--- src/rtl/lcd_pkg.sv ---
// Shared command codes, decoder state encoding and pixel type for the
// 8080-style display bus receiver.
package lcd_pkg;

    localparam logic [7:0] CMD_SWRESET = 8'h01;
    localparam logic [7:0] CMD_SLPIN   = 8'h10;
    localparam logic [7:0] CMD_SLPOUT  = 8'h11;
    localparam logic [7:0] CMD_DISPOFF = 8'h28;
    localparam logic [7:0] CMD_DISPON  = 8'h29;
    localparam logic [7:0] CMD_CASET   = 8'h2A;
    localparam logic [7:0] CMD_PASET   = 8'h2B;
    localparam logic [7:0] CMD_RAMWR   = 8'h2C;

    typedef enum logic [2:0] {
        ST_IDLE,
        ST_CASET_P,
        ST_PASET_P,
        ST_RAMWR_HI,
        ST_RAMWR_LO,
        ST_SKIP
    } lcd_state_e;

    typedef struct packed {
        logic [4:0] r;
        logic [5:0] g;
        logic [4:0] b;
    } rgb565_t;

    // The bus carries the high byte of each pixel first.
    function automatic rgb565_t to_rgb565(input logic [7:0] hi, input logic [7:0] lo);
        return rgb565_t'({hi, lo});
    endfunction

endpackage

--- src/rtl/lcd_bus_decoder_if.sv ---
// Raw 8080-style write bus: data/command select, write strobe and byte.
interface lcd_bus_decoder_if;

    logic       dcx;
    logic       wr;
    logic [7:0] D;

    modport master (output dcx, output wr, output D);
    modport slave  (input  dcx, input  wr, input  D);

endinterface

--- src/rtl/lcd_addr_counter.sv ---
// Column/page window registers and the current write address, with
// window-wrapping advance.
module lcd_addr_counter #(
    parameter int WIDTH  = 240,
    parameter int HEIGHT = 320
) (
    input  logic       hwclk,
    input  logic       rst,
    input  logic       load_col,
    input  logic       load_page,
    input  logic       restore,
    input  logic [8:0] win_start,
    input  logic [8:0] win_end,
    input  logic       start,
    input  logic       advance,
    output logic [8:0] x,
    output logic [8:0] y
);

    localparam logic [8:0] X_MAX = 9'(WIDTH - 1);
    localparam logic [8:0] Y_MAX = 9'(HEIGHT - 1);

    logic [8:0] sc, ec, sp, ep;
    logic       col_wrap, page_wrap;

    // The panel edge also wraps, so an inverted window (start > end) still terminates.
    assign col_wrap  = (x == ec) || (x == X_MAX);
    assign page_wrap = (y == ep) || (y == Y_MAX);

    always_ff @(posedge hwclk or posedge rst) begin
        if (rst) begin
            sc <= '0;
            ec <= X_MAX;
            sp <= '0;
            ep <= Y_MAX;
            x  <= '0;
            y  <= '0;
        end else begin
            if (restore) begin
                sc <= '0;
                ec <= X_MAX;
                sp <= '0;
                ep <= Y_MAX;
            end
            if (load_col) begin
                sc <= win_start;
                ec <= win_end;
            end
            if (load_page) begin
                sp <= win_start;
                ep <= win_end;
            end
            if (start) begin
                x <= sc;
                y <= sp;
            end else if (advance) begin
                if (col_wrap) begin
                    x <= sc;
                    y <= page_wrap ? sp : y + 9'd1;
                end else begin
                    x <= x + 9'd1;
                end
            end
        end
    end

endmodule

--- src/rtl/lcd_bus_decoder.sv ---
// Samples the 8080 bus in the hwclk domain and decodes command, window
// parameter and RGB565 pixel traffic into per-pixel pulses.
module lcd_bus_decoder
    import lcd_pkg::*;
#(
    parameter int WIDTH  = 240,
    parameter int HEIGHT = 320
) (
    input  logic               hwclk,
    input  logic               rst,
    lcd_bus_decoder_if.slave   bus,
    output logic               cmd_valid,
    output logic [7:0]         cmd_code,
    output logic               pix_valid,
    output logic [8:0]         pix_x,
    output logic [8:0]         pix_y,
    output rgb565_t            pix_data,
    output logic               disp_on,
    output logic               sleep_out
);

    logic       wr_s1, wr_s2, wr_s3, dcx_s1, dcx_s2;
    logic [7:0] d_s1, d_s2;
    logic       stb, stb_dcx;
    logic [7:0] stb_byte;

    // NOTE: dcx and D go through the same two flops as wr so the byte lines up with its strobe.
    always_ff @(posedge hwclk or posedge rst) begin
        if (rst) begin
            wr_s1    <= 1'b0;
            wr_s2    <= 1'b0;
            wr_s3    <= 1'b0;
            dcx_s1   <= 1'b0;
            dcx_s2   <= 1'b0;
            d_s1     <= '0;
            d_s2     <= '0;
            stb      <= 1'b0;
            stb_dcx  <= 1'b0;
            stb_byte <= '0;
        end else begin
            wr_s1    <= bus.wr;
            wr_s2    <= wr_s1;
            wr_s3    <= wr_s2;
            dcx_s1   <= bus.dcx;
            dcx_s2   <= dcx_s1;
            d_s1     <= bus.D;
            d_s2     <= d_s1;
            stb      <= wr_s2 & ~wr_s3;
            stb_dcx  <= dcx_s2;
            stb_byte <= d_s2;
        end
    end

    logic       cmd_stb, dat_stb;
    lcd_state_e state;
    logic [2:0] idx;
    logic       p0_lsb, p2_lsb;
    logic [7:0] p1, hi_byte;
    logic [8:0] x, y;

    assign cmd_stb = stb & ~stb_dcx;
    assign dat_stb = stb &  stb_dcx;

    always_ff @(posedge hwclk or posedge rst) begin
        if (rst) begin
            state     <= ST_IDLE;
            idx       <= '0;
            p0_lsb    <= 1'b0;
            p1        <= '0;
            p2_lsb    <= 1'b0;
            hi_byte   <= '0;
            cmd_valid <= 1'b0;
            cmd_code  <= '0;
            pix_valid <= 1'b0;
            pix_x     <= '0;
            pix_y     <= '0;
            pix_data  <= '0;
            disp_on   <= 1'b0;
            sleep_out <= 1'b0;
        end else begin
            cmd_valid <= 1'b0;
            pix_valid <= 1'b0;
            if (cmd_stb) begin
                cmd_valid <= 1'b1;
                cmd_code  <= stb_byte;
                idx       <= '0;
                state     <= ST_IDLE;
                case (stb_byte)
                    CMD_CASET:   state <= ST_CASET_P;
                    CMD_PASET:   state <= ST_PASET_P;
                    CMD_RAMWR:   state <= ST_RAMWR_HI;
                    CMD_SWRESET: begin
                        disp_on   <= 1'b0;
                        sleep_out <= 1'b0;
                    end
                    CMD_SLPIN:   sleep_out <= 1'b0;
                    CMD_SLPOUT:  sleep_out <= 1'b1;
                    CMD_DISPOFF: disp_on   <= 1'b0;
                    CMD_DISPON:  disp_on   <= 1'b1;
                    default:     state <= ST_SKIP;
                endcase
            end else if (dat_stb) begin
                case (state)
                    ST_CASET_P, ST_PASET_P: begin
                        if (idx < 3'd4) begin
                            idx <= idx + 3'd1;
                            case (idx)
                                3'd0:    p0_lsb <= stb_byte[0];
                                3'd1:    p1     <= stb_byte;
                                3'd2:    p2_lsb <= stb_byte[0];
                                default: ;
                            endcase
                        end
                    end
                    ST_RAMWR_HI: begin
                        hi_byte <= stb_byte;
                        state   <= ST_RAMWR_LO;
                    end
                    ST_RAMWR_LO: begin
                        pix_data  <= to_rgb565(hi_byte, stb_byte);
                        pix_x     <= x;
                        pix_y     <= y;
                        pix_valid <= 1'b1;
                        state     <= ST_RAMWR_HI;
                    end
                    default: ;
                endcase
            end
        end
    end

    logic load_col, load_page, restore, start, advance;

    // Window registers change only when the 4th parameter byte lands.
    assign load_col  = dat_stb && (state == ST_CASET_P) && (idx == 3'd3);
    assign load_page = dat_stb && (state == ST_PASET_P) && (idx == 3'd3);
    assign restore   = cmd_stb && (stb_byte == CMD_SWRESET);
    assign start     = cmd_stb && (stb_byte == CMD_RAMWR);
    assign advance   = dat_stb && (state == ST_RAMWR_LO);

    lcd_addr_counter #(
        .WIDTH  (WIDTH),
        .HEIGHT (HEIGHT)
    ) u_addr (
        .hwclk     (hwclk),
        .rst       (rst),
        .load_col  (load_col),
        .load_page (load_page),
        .restore   (restore),
        .win_start ({p0_lsb, p1}),
        .win_end   ({p2_lsb, stb_byte}),
        .start     (start),
        .advance   (advance),
        .x         (x),
        .y         (y)
    );

endmodule

--- src/flat_wrapper.sv ---
// flat-port wrapper written by rule: the top's interface ports become plain ports
module lcd_bus_decoder_flat import lcd_pkg::*;
#(
    parameter int WIDTH  = 240,
    parameter int HEIGHT = 320
)
  (hwclk, rst, cmd_valid, cmd_code, pix_valid, pix_x, pix_y, pix_data, disp_on, sleep_out, bus_dcx, bus_wr, bus_D);
  lcd_bus_decoder_if bus_i ();
  input  logic hwclk;
  input  logic rst;
  output logic cmd_valid;
  output logic [7:0] cmd_code;
  output logic pix_valid;
  output logic [8:0] pix_x;
  output logic [8:0] pix_y;
  output rgb565_t pix_data;
  output logic disp_on;
  output logic sleep_out;
  input wire logic [$bits(bus_i.dcx)-1:0] bus_dcx;
  input wire logic [$bits(bus_i.wr)-1:0] bus_wr;
  input wire logic [$bits(bus_i.D)-1:0] bus_D;
  assign bus_i.dcx = bus_dcx;
  assign bus_i.wr = bus_wr;
  assign bus_i.D = bus_D;
  lcd_bus_decoder #(.WIDTH(WIDTH), .HEIGHT(HEIGHT)) u_core (.hwclk(hwclk), .rst(rst), .bus(bus_i), .cmd_valid(cmd_valid), .cmd_code(cmd_code), .pix_valid(pix_valid), .pix_x(pix_x), .pix_y(pix_y), .pix_data(pix_data), .disp_on(disp_on), .sleep_out(sleep_out));
endmodule
--- config.mk ---
export PLATFORM = sky130hd
export DESIGN_NAME = lcd_bus_decoder_flat
export DESIGN_NICKNAME = d
export VERILOG_FILES = /design/src/rtl/lcd_pkg.sv /design/src/rtl/lcd_bus_decoder_if.sv /design/src/rtl/lcd_addr_counter.sv /design/src/rtl/lcd_bus_decoder.sv /design/src/flat_wrapper.sv
export SDC_FILE = /design/constraint.sdc
export NUM_CORES = 1
export LEC_CHECK = 0
export BUFFER_PORTS_ARGS = -buffer_cell sky130_fd_sc_hd__clkbuf_2
export CAP_MARGIN = 10
export CORE_MARGIN = 1.5
export CORE_UTILIZATION = 45
export CTS_CLUSTER_SIZE = 28
export DETAILED_ROUTE_END_ITERATION = 12
export PLACE_DENSITY_LB_ADDON = 0.25
export SYNTH_ARGS = -nofsm -noshare
export SYNTH_HDL_FRONTEND = slang
export SYNTH_HIERARCHICAL = 1
export SYNTH_SLANG_ARGS = --single-unit
--- constraint.sdc ---
create_clock -name hwclk -period 5.4 [get_ports hwclk]
set_clock_uncertainty 0.05 [all_clocks]
set_input_delay 0.27 -clock hwclk [delete_from_list [all_inputs] [get_ports hwclk]]
set_output_delay 0.27 -clock hwclk [all_outputs]
set_load 0.01 [all_outputs]
==> impl_results.md <==
* Status: finished, final reports clean
* Routability cong. at 0.8409
* Core ar. at ~15000 um2
* Input/output buffers at 57
* Clock sink total at between 150 and 200
* Crit path capture type: flop
* Fin crit share at 51.66%
* Hold violation count in the final report at 0
* CTS root buffer: clkbuf_16
* WP data arrival at 2.98 ns
* Vias at 4621
* Post-synthesis simple-gate area fraction at 15.59%
* Ports at 58
* Sum Neg Setup Slack at 0 ns
* Drt first pass iters at 5
* Hpwl dp at 9311 um
* # H-tree levels at 4
* Synthesized Nets at 616
* Largest family of logic cells by synthesized area: simple AND/OR/NAND/NOR gates
* Layout net count at a little under 700
* Placed inst area at 7133 um2
* Top cell type's share of synthesized area at 52.28%
* Xor/xnor share of the synthesized area at just over 3%
* Initial antenna violation count at 0
* CTS tree: done
* Type of the tightest min-delay check: input pin to asynchronous set/reset pin
* Initial core utilization at a little under half
* CP startpoint: u_core/stb_dcx$_DFF_PP0_
* # Post-CTS Setup Buffers at 0
* Die Width at about 130 um
* Final min period at 2.790 ns
* ANT nets after route at 0
* Leakage Power at 0.003677 uW
* Setup Crit Path Kind: flop to flop
* Count leader, synth: dfrtp_1
* Startpoint types: flop
* CP Max Fanout at 37
* Seq/Total Area, Yosys at 57.73%
* Worst reg2reg setup slack at 2.61 ns
* FP Rows at 44
* Initial DRC Count at 435
* Avg WL per Cell at 16.40 um
* Mean Syn Cell Area at ~11 um2
* Setup Viol. Count Final at 0
* Die Ht at 125.5 um
* Post-synth EDFFs at 0
* Vias in the first global route at 4617
* Residual DRC at 0
* Top post-synthesis cells by area: dfrtp_1, dfstp_2, nand2_1, mux2_2, mux2_1
* R2R depth at 5
* RSZ-0062 raised after global routing: no
* Via density per instance at 5.430
* Fmax at around 360 MHz
* Inserted Diodes at 0
* Post-synthesis cell area at roughly 6700 um2
* Adder-Cell Fraction of Synth Area at 1.298%
* Cts hold-fix bufs at 11
* YS warnings at 6
* Max Slew Vio Count at 0
* Worst r2r src: u_core/stb_dcx$_DFF_PP0_
* Final instance area at 7860 um2
* Slew headroom at 21.98%
* Max incr delay on CP at 0.94 ns
* Mapped Cells at around 600
* Fill cells at roughly 1200
* Post-synthesis mux area share at 9.436%
* Synth Area in Compound Gates at a little under a tenth
* Clock Pin Slew Worst Setup and Hold Paths at ~0.06 ns
* Fraction of registers with async set/reset at 100.0%
* FF+latch count, synth at 155
* Distinct cells, synth at 65
* Cts repair resizes at 0
* Worst skew pair latency at 0.42 ns
* Pwr Density at 458.9 nW/um2
* Critical-path cell list: nand2b_1 > inv_2 > and3_1 > and3b_1 > o21ai_0
* Top_reg_cell synth: dfrtp_1
* Routed wire length at 13960 um
* Total CTS buffers at 17
* Full die area at 15740 um2
* Crit Reg-Reg Endpoint: u_core/u_addr/sp[4]$_DFFE_PP0P_
* Grt ovf at 0
* Clk buf depth at 2
* Crit path to: u_core/u_addr/sp[4]$_DFFE_PP0P_
* Largest net degree at the start of global routing at 85
* First-pass GRT wire length at 23490 um
* Worst-margin pin slew at 1.170 ns
* Share of cells above drive strength 1 at 23.09%
* Max-cap viol count at 0
* GRT Util Overall at between 10% and 20%
* Area leader, netlist: dfrtp_1
* Critical Path RT at ~5.6 ns
* Slowest library cell on the worst path: and3b_1
* Area growth, synth to finish at 16.46%
* Max VDD drop at 0.2765 mV
* Top cells by count, synth: dfrtp_1, nand2_1, o21ai_0
-- cell type report --
| class | instances | area [um2] | share of cell area [%] |
|---|---|---|---|
| Tap cell | 184 | 230.2 | 2.929 |
| Multi-Input combinational cell | 393 | 2629 | 33.44 |
| Clock inverter | 13 | 163.9 | 2.085 |
| Sequential cell | 155 | 3896 | 49.57 |
| Timing Repair Buffer | 73 | 432.9 | 5.508 |
| Inverter | 14 | 55.05 | 0.7004 |
| Clock buffer | 19 | 452.9 | 5.762 |
-- through the flow --
| stage | utilization (%) | setup WS (ns) | hold WS (ns) | cells | power [uW] |
|---|---|---|---|---|---|
| after global routing | 53.88 | 2.392 | 0.3051 | 851 | 3824 |
| after CTS | 53.88 | 2.570 | 0.2932 | 851 | 3651 |
| after detailed placement | 48.89 | 2.642 | 0.1805 | 808 | 2401 |
| after global placement | 48.89 | 2.717 | 0.1798 | 808 | 2372 |
| after floorplan | - | 2.333 | 0.2514 | 597 | 2151 |
| final | 53.88 | 2.610 | 0.2948 | 851 | 3607 |
-- layout by cell type, fill, tap and decap left out, types with 8 or more instances in the layout --
| cell type | instances |
|---|---|
| dfstp_2 | 14 |
| nand3_1 | 14 |
| clkbuf_2 | 57 |
| clkbuf_16 | 17 |
| inv_6 | 8 |
| dlygate4sd3_1 | 11 |
| inv_1 | 11 |
| nor2_1 | 39 |
| mux2_1 | 26 |
| mux2_2 | 27 |
| a21oi_1 | 13 |
| nand2_1 | 82 |
| xor2_1 | 10 |
| nand2b_1 | 24 |
| dfrtp_1 | 141 |
| xnor2_1 | 12 |
| o21ai_0 | 47 |
-- state kept, by name, indices dropped and copies added, names as in the netlist, 3 cells and up --
register          cells
u_core/cmd_code       8
u_core/d_s1           8
u_core/d_s2           8
u_core/hi_byte        8
u_core/idx            3
u_core/p1             8
u_core/pix_data      16
u_core/pix_x          9
u_core/pix_y          9
u_core/state          3
u_core/stb_byte       8
u_core/u_addr/ec      9
u_core/u_addr/ep      9
u_core/u_addr/sc      9
u_core/u_addr/sp      9
u_core/u_addr/x       9
u_core/u_addr/y       9
-- how the worst min path moves through the flow --
| stage | end | cells past startpoint |
|---|---|---|
| floorplan | u_core/d_s1[0]$_DFF_PP0_ | 0 |
| global placement | u_core/pix_y[0]$_DFFE_PP0P_ | 2 |
| detailed placement | u_core/pix_y[0]$_DFFE_PP0P_ | 2 |
| CTS | u_core/pix_y[1]$_DFFE_PP0P_ | 3 |
| global route | u_core/d_s2[0]$_DFF_PP0_ | 0 |
| finish | u_core/pix_y[1]$_DFFE_PP0P_ | 3 |
-- critical path: cells and delay by family, from the launching register on --
| family | cells | cell delay, ns |
|---|---|---|
| flip-flops | 1 | 0.45 |
| buffers and inverters | 1 | 0.29 |
| AND/OR/NAND/NOR | 3 | 1.54 |
| AO/OA/AOI/OAI | 1 | 0.27 |
-- layer usage --
layer / vias to the layer above / GRT usage [%] / share of wire [%]
met3: 12 / 5.392 / 6.0
met4: 0 / 6.217 / 0.91
li1: 2182 / - / -
met2: 155 / 28.61 / 47
met1: 2272 / 26.35 / 46
met5: - / 0 / 0
-- report_power, final --
| part | switching [uW] | total (uW) | leakage, uW | internal (uW) |
|---|---|---|---|---|
| combinational | 394 | 763 | 0.00138 | 369 |
| sequential | 235 | 1620 | 0.00199 | 1380 |
| clock | 497 | 1220 | 0.000307 | 727 |
| total | 1130 | 3610 | 0.00368 | 2480 |
-- logic make-up after synthesis --
| group | Yosys count |
|---|---|
| DFF | 155 |
| and+or+nand+nor | 205 |
| AOI/OAI and AO/OA | 101 |
| xor gates and xnor gates | 23 |
| adders and majority gates | 7 |
| muxes | 57 |
| buffers and inverters | 49 |
Power figures use the tool's default switching activity.
